`config.mk`:
```
export PLATFORM = sky130hd
export DESIGN_NAME = topk_tracker_flat
export DESIGN_NICKNAME = d
export VERILOG_FILES = /design/src/rtl/topk_tracker_pkg.sv /design/src/rtl/topk_tracker_if.sv /design/src/rtl/topk_tracker_slot.sv /design/src/rtl/topk_tracker.sv /design/src/flat_wrapper.sv
export SDC_FILE = /design/constraint.sdc
export NUM_CORES = 1
export LEC_CHECK = 0
export CORE_MARGIN = 1.5
export CORE_UTILIZATION = 59
export DETAILED_ROUTE_END_ITERATION = 10
export HOLD_SLACK_MARGIN = 0.02
export PLACE_DENSITY_LB_ADDON = 0.3
export RECOVER_POWER = 100
export SLEW_MARGIN = 20
export SYNTH_ARGS = -nofsm -noshare
export SYNTH_HDL_FRONTEND = slang
export SYNTH_SLANG_ARGS = --single-unit
```
`constraint.sdc`:
```
create_clock -name clk -period 3.68 [get_ports clk]
set_input_delay 0.552 -clock clk [delete_from_list [all_inputs] [get_ports clk]]
set_output_delay 0.552 -clock clk [all_outputs]
set_load 0.1 [all_outputs]
```
`src/rtl/topk_tracker_pkg.sv`:
```
// topk_pkg: shared width helpers and the per-slot insertion decision type.
package topk_pkg;

    typedef enum logic [1:0] {KEEP, TAKE_DIN, TAKE_UPPER} ins_e;

    function automatic int rank_width(input int k);
        return ($clog2(k) > 1) ? $clog2(k) : 1;
    endfunction

    function automatic int occ_width(input int k);
        return $clog2(k + 1);
    endfunction

endpackage

```
`src/rtl/topk_tracker_if.sv`:
```
// topk_tracker_if: sample stream in, rank-select read port and counters out.
interface topk_tracker_if
    import topk_pkg::*;
#(
    parameter int DATA_WIDTH = 32,
    parameter int K          = 4,
    parameter int SEEN_WIDTH = 16
);
    localparam int RANK_W = rank_width(K);
    localparam int OCC_W  = occ_width(K);

    logic                  din_valid;
    logic [DATA_WIDTH-1:0] din;
    logic                  clear;
    logic [RANK_W-1:0]     rank_sel;
    logic [DATA_WIDTH-1:0] dout;
    logic                  dout_valid;
    logic [OCC_W-1:0]      occ_cnt;
    logic [SEEN_WIDTH-1:0] seen_cnt;

    modport master (
        output din_valid, din, clear, rank_sel,
        input  dout, dout_valid, occ_cnt, seen_cnt
    );

    modport slave (
        input  din_valid, din, clear, rank_sel,
        output dout, dout_valid, occ_cnt, seen_cnt
    );

endinterface

```
`src/rtl/topk_tracker_slot.sv`:
```
// topk_slot: one rank of the sorted array; decides keep / take din / shift from upper rank.
module topk_slot
    import topk_pkg::*;
#(
    parameter int DATA_WIDTH = 32
) (
    input  logic                  clk,
    input  logic                  reset,
    input  logic [DATA_WIDTH-1:0] din_i,
    input  logic                  ins_i,
    input  logic                  clear_i,
    input  logic [DATA_WIDTH-1:0] upper_entry_i,
    input  logic                  upper_occ_i,
    input  logic                  upper_gt_i,
    output logic [DATA_WIDTH-1:0] entry_o,
    output logic                  occ_o,
    output logic                  gt_o
);
    logic [DATA_WIDTH-1:0] entry_q, entry_d;
    logic                  occ_q, occ_d;
    ins_e                  dec;

    // Clear makes every slot look empty, so only the head slot (upper_gt tied low) takes din.
    always_comb begin
        gt_o    = clear_i || !occ_q || (din_i > entry_q);
        dec     = (!ins_i || !gt_o) ? KEEP : (upper_gt_i ? TAKE_UPPER : TAKE_DIN);
        entry_d = (dec == TAKE_DIN) ? din_i :
                  clear_i ? '0 :
                  (dec == TAKE_UPPER) ? upper_entry_i : entry_q;
        occ_d   = clear_i ? (dec == TAKE_DIN) : (occ_q || (ins_i && upper_occ_i));
    end

    always_ff @(posedge clk) begin
        if (reset) begin
            entry_q <= '0;
            occ_q   <= 1'b0;
        end else begin
            entry_q <= entry_d;
            occ_q   <= occ_d;
        end
    end

    assign entry_o = entry_q;
    assign occ_o   = occ_q;

endmodule

```
`src/rtl/topk_tracker.sv`:
```
// topk_tracker: keeps the K largest unsigned samples sorted descending, any rank readable per cycle.
// Define TOPK_TRACKER_DISTINCT_EN to reject samples equal to an occupied entry.
module topk_tracker
    import topk_pkg::*;
#(
    parameter int DATA_WIDTH = 32,
    parameter int K          = 4,
    parameter int SEEN_WIDTH = 16
) (
    input  logic          clk,
    input  logic          reset,
    topk_tracker_if.slave bus
);
    localparam int RANK_W = rank_width(K);
    localparam int OCC_W  = occ_width(K);

    // Index 0 is a virtual always-occupied head above rank 0; rank r lives at index r+1.
    logic [K:0][DATA_WIDTH-1:0] ent;
    logic [K:0]                 occ;
    logic [K:0]                 gt;
    logic                       ins;
    logic                       unused_gt;
    logic [OCC_W-1:0]           occ_cnt;
    logic [SEEN_WIDTH-1:0]      seen_q, seen_d;

    assign ent[0]    = '0;
    assign occ[0]    = 1'b1;
    assign gt[0]     = 1'b0;
    assign unused_gt = gt[K];

`ifdef TOPK_TRACKER_DISTINCT_EN
    logic dup;
    always_comb begin
        dup = 1'b0;
        for (int j = 1; j <= K; j++) dup |= occ[j] && (ent[j] == bus.din);
    end
    assign ins = bus.din_valid && (bus.clear || !dup);
`else
    assign ins = bus.din_valid;
`endif

    for (genvar i = 0; i < K; i++) begin : g_slot
        topk_slot #(.DATA_WIDTH(DATA_WIDTH)) u_slot (
            .clk           (clk),
            .reset         (reset),
            .din_i         (bus.din),
            .ins_i         (ins),
            .clear_i       (bus.clear),
            .upper_entry_i (ent[i]),
            .upper_occ_i   (occ[i]),
            .upper_gt_i    (gt[i]),
            .entry_o       (ent[i+1]),
            .occ_o         (occ[i+1]),
            .gt_o          (gt[i+1])
        );
    end

    always_comb begin
        occ_cnt = '0;
        for (int j = 1; j <= K; j++) occ_cnt += OCC_W'(occ[j]);
    end

    assign seen_d = (bus.din_valid && !(&seen_q)) ? seen_q + 1'b1 : seen_q;

    always_ff @(posedge clk) begin
        if (reset) seen_q <= '0;
        else       seen_q <= seen_d;
    end

    always_comb begin
        bus.dout       = '0;
        bus.dout_valid = 1'b0;
        for (int j = 0; j < K; j++) begin
            if (bus.rank_sel == RANK_W'(j)) begin
                bus.dout       = occ[j+1] ? ent[j+1] : '0;
                bus.dout_valid = occ[j+1];
            end
        end
    end

    assign bus.occ_cnt  = occ_cnt;
    assign bus.seen_cnt = seen_q;

endmodule

```
`src/flat_wrapper.sv`:
```
// flat-port wrapper written by rule: the top's interface ports become plain ports
module topk_tracker_flat import topk_pkg::*;
#(
    parameter int DATA_WIDTH = 32,
    parameter int K          = 4,
    parameter int SEEN_WIDTH = 16
)
  (clk, reset, bus_din_valid, bus_din, bus_clear, bus_rank_sel, bus_dout, bus_dout_valid, bus_occ_cnt, bus_seen_cnt);
  topk_tracker_if #(.DATA_WIDTH(DATA_WIDTH), .K(K), .SEEN_WIDTH(SEEN_WIDTH)) bus_i ();
  input  logic clk;
  input  logic reset;
  input wire logic [$bits(bus_i.din_valid)-1:0] bus_din_valid;
  input wire logic [$bits(bus_i.din)-1:0] bus_din;
  input wire logic [$bits(bus_i.clear)-1:0] bus_clear;
  input wire logic [$bits(bus_i.rank_sel)-1:0] bus_rank_sel;
  output wire logic [$bits(bus_i.dout)-1:0] bus_dout;
  output wire logic [$bits(bus_i.dout_valid)-1:0] bus_dout_valid;
  output wire logic [$bits(bus_i.occ_cnt)-1:0] bus_occ_cnt;
  output wire logic [$bits(bus_i.seen_cnt)-1:0] bus_seen_cnt;
  assign bus_i.din_valid = bus_din_valid;
  assign bus_i.din = bus_din;
  assign bus_i.clear = bus_clear;
  assign bus_i.rank_sel = bus_rank_sel;
  assign bus_dout = bus_i.dout;
  assign bus_dout_valid = bus_i.dout_valid;
  assign bus_occ_cnt = bus_i.occ_cnt;
  assign bus_seen_cnt = bus_i.seen_cnt;
  topk_tracker #(.DATA_WIDTH(DATA_WIDTH), .K(K), .SEEN_WIDTH(SEEN_WIDTH)) u_core (.clk(clk), .reset(reset), .bus(bus_i));
endmodule
```
# Yosys cells after proc, flatten, opt, wreduce, memory -nomap -nowiden
# Index checks and enable logic that the tools add are counted.
# op_classes
n_reduce_logical	36
add_sub_neg	4
n_eq_ne	11
muxes	35
n_lt_le_gt_ge	4
# ops
operator	n
two-way mux 32 bit	20
greater-than comparator 32 bit	4
adder 16 x 1 -> 16 bit (second input constant)	1
logical OR 1 bit	16
AND reduction 16 bit	1
two-way mux 2 bit	6
nonzero test 3 bit	4
equality test 2 bit (second input constant)	5
logical NOT 1 bit	10
two-way mux 1 bit	9
equality test 2 x 1 -> 1 bit (second input constant)	4
adder 3 x 1 -> 3 bit	2
logical AND 1 bit	4
adder 1 x 1 -> 2 bit	1
equality test 1 x 2 -> 1 bit (second input constant)	1
logical NOT 2 bit	1
equality test 1 bit (second input constant)	1
# word_totals
wordCells	99
output_inout_bits	52
regBits	148

# Longest topological paths before layout
# Gate-level depths: netlist (run 1).
# logic_depth
depth_word	10
depth_mapped	13
ltp_nobuf	10

# Hierarchy
# Synthesis (run 1) repeated with hierarchy kept, for this count alone.
# hier_totals
cells_unflattened	1442
area_unflattened_um2	12057.8
# by_module_without_submodules
module	area_per_inst_um2	n_inst	cells_per_inst
topk_slot	2608.8	4	304
topk_tracker	1622.8	1	226

# Worst setup path before layout (run 1)
# Ideal clock, no wire load.
# synth_timing
path_kind	input port to output port
start	input port bus_rank_sel[0]
end	output port bus_dout[10]
t_required_ps	3128
path_buffers	2
arrival_ps	3365
stages	5
slack_ps	-237
path_cell_list	and2_1 -> clkbuf_1 -> clkbuf_1 -> a22oi_1 -> o21ai_0
# synth_between
elab_chain_len	5
word_cells_on_any_way	8
# synth_lines
item	line_no	rtl
start: declaration	flat_wrapper.sv:15	input wire logic [$bits(bus_i.rank_sel)-1:0] bus_rank_sel;
logical NOT 2 bit	topk_tracker.sv:74	if (bus.rank_sel == RANK_W'(j)) begin
two-way mux 32 bit (3 in a row)	topk_tracker.sv:74	
two-way mux 32 bit *	topk_tracker.sv:74	
end: declaration	flat_wrapper.sv:16	output wire logic [$bits(bus_i.dout)-1:0] bus_dout;
# Mark *: on every way between the ends. The rest lies on a longest branch, timed or not.

# Worst setup path after layout (run 1)
# layout_timing
start	input port bus_rank_sel[1]
end	output port bus_dout[31]
# Same word-level chain as after synthesis.

==> results.md, run 1 <==
- Entering global routing, the biggest net connects 73 pins.
- Setup violations remaining at the end of the flow were counted as 0.
- The combined area of the multi-input logic cells is 0.00666 mm2.
- The maximum achievable frequency is 287 MHz.
- Compared with the post-synthesis result, the final layout area differs by 23.5%.
- STA classifies the critical path startpoint as an input pin.
- Once the clock tree was built, the resizer swapped 0 gates to a different size.
- In this run the standard cell core region covers 0.0173 mm2.
- Summed over all layers, the routed wires come to 32,800 um.
- The max-capacitance violation count is 1.
- The total vias in the final route is 10,665.
- The via count of the first global-routing pass is 10,247.
- The number of distinct standard cells referenced by the synthesized netlist is 66.
- The number of antenna violations at the first check in global routing came to 0.
- Counting I/O delays and the setup requirement, the final critical path takes 3.49 ns.
- The first detailed-routing pass took 6 iterations.
- The share of total power in combinational logic is 18.7%.
- Across every metal layer, demand over resource in global routing totals 35.7%.
- In this run, flip-flops and latches consume 39.9% of the power.
- The largest clock skew in the final design is 0.00757 ns.
- The I/O pin count is 90.
- In the synthesized netlist the async set-or-reset flop fraction comes to 0%.
- The routing layer with the top usage in global route is met2.
- The critical path data required time is 3.13 ns.
- The number of failing hold endpoints at the final stage is 0.
- VDD sags by at most 0.000316 V.
- STA classifies the critical path endpoint as an output port.
- The tree built by TritonCTS fans out to 148 sinks.
- The filler cells instantiated in the layout total 1,296.
- The Yosys step of the flow raised 0 warnings.
- The number of slew-limit violations in the final report is 73.
- The tree is rooted in a clkbuf_16.
- The path class of the lowest-slack min-delay path is register to register.
- The cell area after synthesis is 0.0104 mm2.
- The total number of nets in the final design is 1,589.
- The static leakage power is 0.00504 uW.
- The sequential cells in the finished layout cover a total of 0.00296 mm2.
- In this run, synthesis inferred 0 flip-flops with an integrated enable.
- The effective utilization at floorplan is 60.4%.
- Buffers added to address setup during post-CTS repair amount to 0.
- The top cell type's share of synthesized area is 28.4%.
- Sequential elements use 28.4% of the synthesized area.
- The HPWL after detailed placement is 22,600 um.
- In this run switching power makes up 28.6% of total power.
- The clock tree buffer depth is 2.
- The global route total overflow is 0.
- When the netlist entered floorplanning its net count stood at 1,467.
- In this run the power density over the cells is 334 mW/mm2.
- The worst setup path category is input pin to output port.
- The mean routed wirelength per cell is 19.8 um.
- After synthesis, the mean cell area works out to 8.05 um2.
- The number of rows in the core area is 48.
- The power share of the clock group is 41.4%.
- The leading area contributor after synthesis is dfxtp_1.
- The count of buffers inserted at the top-level ports is 89.
- Global routing used 6.56% of the available met3 tracks.
- The number of hold buffers added after CTS was 0.
- The deepest level of the CTS H-tree is 4.
- The final reports fail on max-capacitance violations, max-slew violations.
- The gate count after technology mapping is 1,297.
- The final cycle utilization of the critical path is 94.8%.
- The die covers 0.0185 mm2.
- The vertical die dimension is 136 um.
- The total chip power is 4300 uW.
- The final antenna-violating net count is 0.
- The transition time at the pin with the least slew margin is 1.68 ns.
- The internal power component is 3070 uW.
- The data arrival time of the critical path is 2.94 ns.
- The fraction of layout instances using a drive strength above 1 is 11.6%.
- The clock buffer count from CTS is 17.
- For the worst-skew pair, the clock arrives at the later sink with an insertion delay of 0.43 ns.
- From left edge to right edge, the die measures 136 um.
- The global routing usage on met2 is 59.4%.
- Setup repair after global routing left no endpoint under its margin.
- For this run, global-route usage on met1 was measured as 43.6%.
- The register bit total from synthesis is 148.
- The most used flip-flop cell after synthesis is dfxtp_1.
- The clock-pin slew of the registers on the worst-case setup and hold paths is 0.06 ns.
- For this design the total switching power over the nets is 1230 uW.
- Headroom to the max-slew limit came out at -12.0%.
- In the routed design, unresolved DRC markers number 0.
- By area the synthesized netlist is led by dfxtp_1 (28%), ha_1 (16%), mux2i_1 (6.2%).
- The routed via count divided by cell count is 6.44.
- Along the worst path, the maximum fanout reaches 20.
- Cells fill 74.6% of the core in the end.
- The final RePlAce weighted congestion is 0.946.
- The flow ran to the end, but the final reports show violations.
- The repair_antennas step left the layout with diodes totalling 0.
- The wire length of the first global-routing pass is 51,700 um.
- The number of violations reported at the end of detailed-routing iteration 0 is 1,390.
- The most common library cell in the layout ignoring fill and taps is dfxtp_1.
- The clock tree from TritonCTS is done.
- The top cell types in the final layout, fill and taps aside, are dfxtp_1 (148), inv_1 (132), ha_1 (131).
[final cells by class]
type | count | area share (%)
well taps | 225 | 2.18
clock buffers | 24 | 3.89
flip-flops and latches | 148 | 23.0
repair buffers | 178 | 14.7
multi-input cells | 942 | 51.7
clock inverters | 8 | 0.757
inverters | 132 | 3.84
[kinds of logic (layout without fill, tap and decap cells)]
family	count (synthesis)	after routing	share of synthesized area, %
adder cells (fa/ha/maj)	132	132	15.9
flip-flops	148	148	28.4
AND/OR/NAND/NOR	358	358	16.4
AO/OA/AOI/OAI	376	376	24.1
multiplexers	65	65	6.23
XOR/XNOR	11	11	0.922
buffers and inverters	207	342	8.13
[power groups by stage]
stage	clock (uW)	sequential [uW]	combinational (uW)
floorplan	0	1750	460
global placement	0	1750	757
detailed placement	0	1750	784
CTS	1780	1720	800
global route	1840	1720	873
finish	1780	1720	803
[metal layers]
layer	wire length (um)	vias up
li1	-	4883
met1	12900	5023
met2	15700	631
met3	2760	128
met4	1450	0
met5	0	-
[stage by stage]
| step | setup slack [ns] | TNS (ns) | std cells | hold slack, ns | cell area, um2 |
|---|---|---|---|---|---|
| 5_1_grt | 0.0828 | 0 | 1657 | 0.531 | 12900 |
| 4_1_cts | 0.107 | 0 | 1657 | 0.506 | 13000 |
| 2_1_floorplan | 0.0843 | 0 | 1297 | 0.474 | 10400 |
| 6_report | 0.190 | 0 | 1657 | 0.515 | 12900 |
| 3_3_place_gp | -0.217 | -5.40 | 1624 | 0.488 | 12400 |
| 3_5_place_dp | -0.324 | -7.17 | 1625 | 0.492 | 12400 |
[cells in the mapped netlist, drive strengths merged (31+ instances only)]
cell type  count
nor2         129
a21oi         84
a22oi         64
inv          132
buf           31
a21o          49
nand2         95
o21ai         87
mux2i         65
clkbuf        44
ha           131
dfxtp        148
[final timing paths]
| kind | from | slack, ns | to | cells after the start |
|---|---|---|---|---|
| max | bus_rank_sel[1] | 0.19 | bus_dout[31] | 7 |
| min | u_core.g_slot[0].u_slot.entry_o[12] | 0.51 | u_core.g_slot[1].u_slot.entry_o[12] | 1 |
| max reg2reg | u_core.g_slot[1].u_slot.entry_o[26] | 0.38 | u_core.g_slot[2].u_slot.entry_o[7] | 13 |
| min reg2reg | u_core.g_slot[0].u_slot.entry_o[12] | 0.51 | u_core.g_slot[1].u_slot.entry_o[12] | 1 |
[registers in the layout, indices dropped and copies added (netlist names)]
register	cells
u_core.g_slot.u_slot.occ_o	4
u_core.bus.seen_cnt	16
u_core.g_slot.u_slot.entry_o	128
[critical path, cell delays in order]
cell             delay, ns
clkdlybuf4s50_1       0.55
buf_4                 0.23
nor3b_2               0.22
clkbuf_2              0.50
a22oi_1               0.18
o21ai_0               0.18
clkbuf_2              0.52
Power figures use the tool's default switching activity.
==> run 2: changes to the inputs <==
Settings changed: CORE_UTILIZATION 59 to 60, REMOVE_ABC_BUFFERS from default to 1, SLEW_MARGIN 20 to default, SYNTH_HIERARCHICAL from default to 1.
==> run 2 against run 1 <==
Effect of this change:
- the run ends with max-slew violations left
- synthesized area grew 15%
- core utilization shrank 3.5 points
- first-iteration DRC count shrank 16%
- clock power shrank 6%
- sequential power shrank 3%
- clock-buffer cell count shrank 7
- synthesized cell count grew 11%
- routed wire length grew 14%
- design area grew 8.0%
- setup slack lost 0.10 ns
- flip-flop and latch count is the same
- fmax shrank 2.9%
==> results.md, run 2 <==
- The repair_antennas step left the layout with diodes totalling 0.
- After global routing, the most crowded layer is met2.
- The synthesis-to-finish area growth is 15.6%.
- Across all setup checks in the final design, the least slack found is 0.0855 ns.
- The clock drives 148 sinks.
- The number of gates resized after CTS is 0.
- By startpoint and endpoint, the worst setup path is classified as input pin to output port.
- At the pin with the least slew margin, the transition time is 3.30 ns.
- In this run the worst path has a maximum fanout of 32.
- For the worst-skew pair, the clock arrives at the later sink with an insertion delay of 0.43 ns.
- Together, buffers and inverters on the worst path number 3.
- The count of warnings emitted by yosys is 6.
- The die outline area is 0.0209 mm2.
- The number of violations reported at the end of detailed-routing iteration 0 is 1,162.
- The highest-delay cell along the critical path is dlygate4sd3_1.
- The total vias in the final route is 11,661.
- The number of remaining DRC errors is 0.
- TritonCTS created 17 clock buffers.
- The static leakage power is 0.00572 uW.
- The net count of the finished layout is 1,750.
- The final critical delay including setup and external delays is 3.59 ns.
- The post-cts hold buffer count is 0.
- The detailed-router iteration count before antenna repair is 5.
- The library cells used most frequently in the layout, excluding fill and tap cells, are nor2_1 (276), a22oi_1 (192), dfxtp_1 (148).
- Summed over all failing endpoints, the final setup total negative slack is 0 ns.
- The flow ran to the end, but the final reports show violations.
- Summed over all layers, the routed wires come to 37,500 um.
- In this run the worst hold path is classified as register to register.
- The mean routed wirelength per cell is 20.2 um.
- The number of failing hold endpoints at the final stage is 0.
- The detailed placement HPWL is 26,100 um.
- The global routing usage on met2 is 59.6%.
- The global route total overflow is 0.
- In this run the post-CTS setup repair buffer count came out at 0.
- TritonCTS built the clock tree.
- The fill cell total of the finished layout is 1,602.
- In this run the core area contains 51 standard-cell rows.
- On the final layout, the worst clock skew is 0.0114 ns.
- Setup violations remaining at the end of the flow were counted as 0.
- The worst setup path is captured at an output port.
- In this run the tightest slew margin relative to its limit is -120%.
- The cell sitting at the root of the clock tree is a clkbuf_16.
- Max-cap violations in this run came to 0.
- Global routing consumed, over all layers together, 36.2% of the routing resources.
- In this run the power density over the cells is 298 mW/mm2.
- In this run the number of H-tree levels came out at 4.
- The final antenna-violating net count is 0.
- The clock passes through at most 2 buffers.
- The checks that failed: max-slew violations.
- The number of placed instances with taps included is 1,826.
- Using the TritonRoute via totals, the vias-per-cell ratio works out to 6.28.
- The pin count of the biggest net entering global routing is 125.
- The top cell family by delay on the critical path is buffers and inverters.
- The startpoint type of the worst setup path is an input pin.
- Cells with a size suffix above 1 make up 14.2% of the layout.
- The largest single stage delay on the critical path is 0.94 ns.
- The most common library cell in the layout ignoring fill and taps is nor2_1.
- The number of antenna violations at the first check in global routing came to 0.
- Once the floorplan was initialized, standard cells occupied 61.5% of the core.
- The maximum achievable frequency is 278 MHz.
- The floorplan die width is 145 um.
- Measured along the y axis, the die boundary spans 145 um.
- The via count of the first global-routing pass was 11,583.
- In this run the count of I/O pins placed on the die edge is 90.
- The post-synthesis average cell area is 8.36 um2.
- The number of slew-limit violations in the final report came to 33.
- The gate count after technology mapping is 1,441.
- The total area inside the core boundary comes to 0.0196 mm2.
- The finished layout holds 1,858 standard cells, fillers aside.
- VDD sags by at most 0.000278 V.
- In the global route stage, met3 resource usage came out at 6.25%.
- After clock tree synthesis, the clock-pin slew on the worst setup and hold paths is 0.07 ns.
- In the finished design, the share of the clock period the worst path needs comes to 97.7%.
- The wire length of the first global-routing pass is 58,800 um.
- The core occupancy in the finished layout is 71.1%.
- Routability-driven placement finished with a final weighted congestion of 0.944.
- Timing analysis after detailed placement gives a worst setup slack of -0.139 ns.
- During placement, the flow inserted port buffers numbering 89.
- Global routing used 44.9% of the available met1 tracks.
- The data arrival time of the critical path is 3.04 ns.
- The register with the most flip-flops in the layout has 128 of them.
- For the worst setup path, the data required time is 3.13 ns.
- Traced cell by cell, the critical path runs through dlygate4sd3_1, and3_1, clkbuf_4, a22oi_1, o21ai_0, clkbuf_2.
- The cell area after synthesis is 0.0121 mm2.
- Setup repair after global routing left no endpoint under its margin.
-- run 2: stage by stage --
step,cell area [um2],power [uW],hold WS (ns)
CTS,14700,4190,0.539
floorplan,11700,2150,0.586
global route,13900,4290,0.551
finish,13900,4160,0.544
detailed placement,14200,2530,0.528
global placement,14200,2500,0.501
-- run 2: routing by layer --
layer / routed length, um / share of wire [%]
met1: 14900 / 40
met2: 17400 / 46
met3: 3200 / 8.5
met4: 1910 / 5.1
met5: 0 / 0
-- run 2: final timing paths --
check | startpoint | to | slack, ns | depth (start not counted)
max reg2reg | u_core/g_slot[1].u_slot/entry_o[21] | u_core/g_slot[2].u_slot/entry_o[28] | 0.49 | 13
min | u_core/bus.seen_cnt[3] | u_core/bus.seen_cnt[3] | 0.54 | 2
max | bus_rank_sel[1] | bus_dout[19] | 0.09 | 6
min reg2reg | u_core/bus.seen_cnt[3] | u_core/bus.seen_cnt[3] | 0.54 | 2
-- run 2: report_power, final --
| part | switching (uW) | leakage (uW) | internal, uW | total, uW |
|---|---|---|---|---|
| logic | 495 | 0.00426 | 314 | 809 |
| registers | 33.2 | 0.00120 | 1640 | 1670 |
| clock network | 801 | 0.000258 | 880 | 1680 |
| total | 1330 | 0.00572 | 2830 | 4160 |
-- run 2: final cells by class --
type	count	area, um2	share of cell area (%)
Clock buffer	17	425	3.05
Sequential cell	148	2960	21.3
Clock inverter	15	123	0.880
Multi-Input combinational cell	1098	7920	56.8
Tap cell	265	332	2.38
Inverter	138	518	3.72
Timing Repair Buffer	177	1660	11.9
-- run 2: worst reg2reg max path, delay by kind of cell (launching register included) --
kind                     cells  cell delay [ns]
AND/OR/NAND/NOR              2             0.46
multiplexers                 1             0.16
adder cells (fa/ha/maj)      1             0.30
AO/OA/AOI/OAI                7             1.40
buffers and inverters        2             0.46
flip-flops                   1             0.36
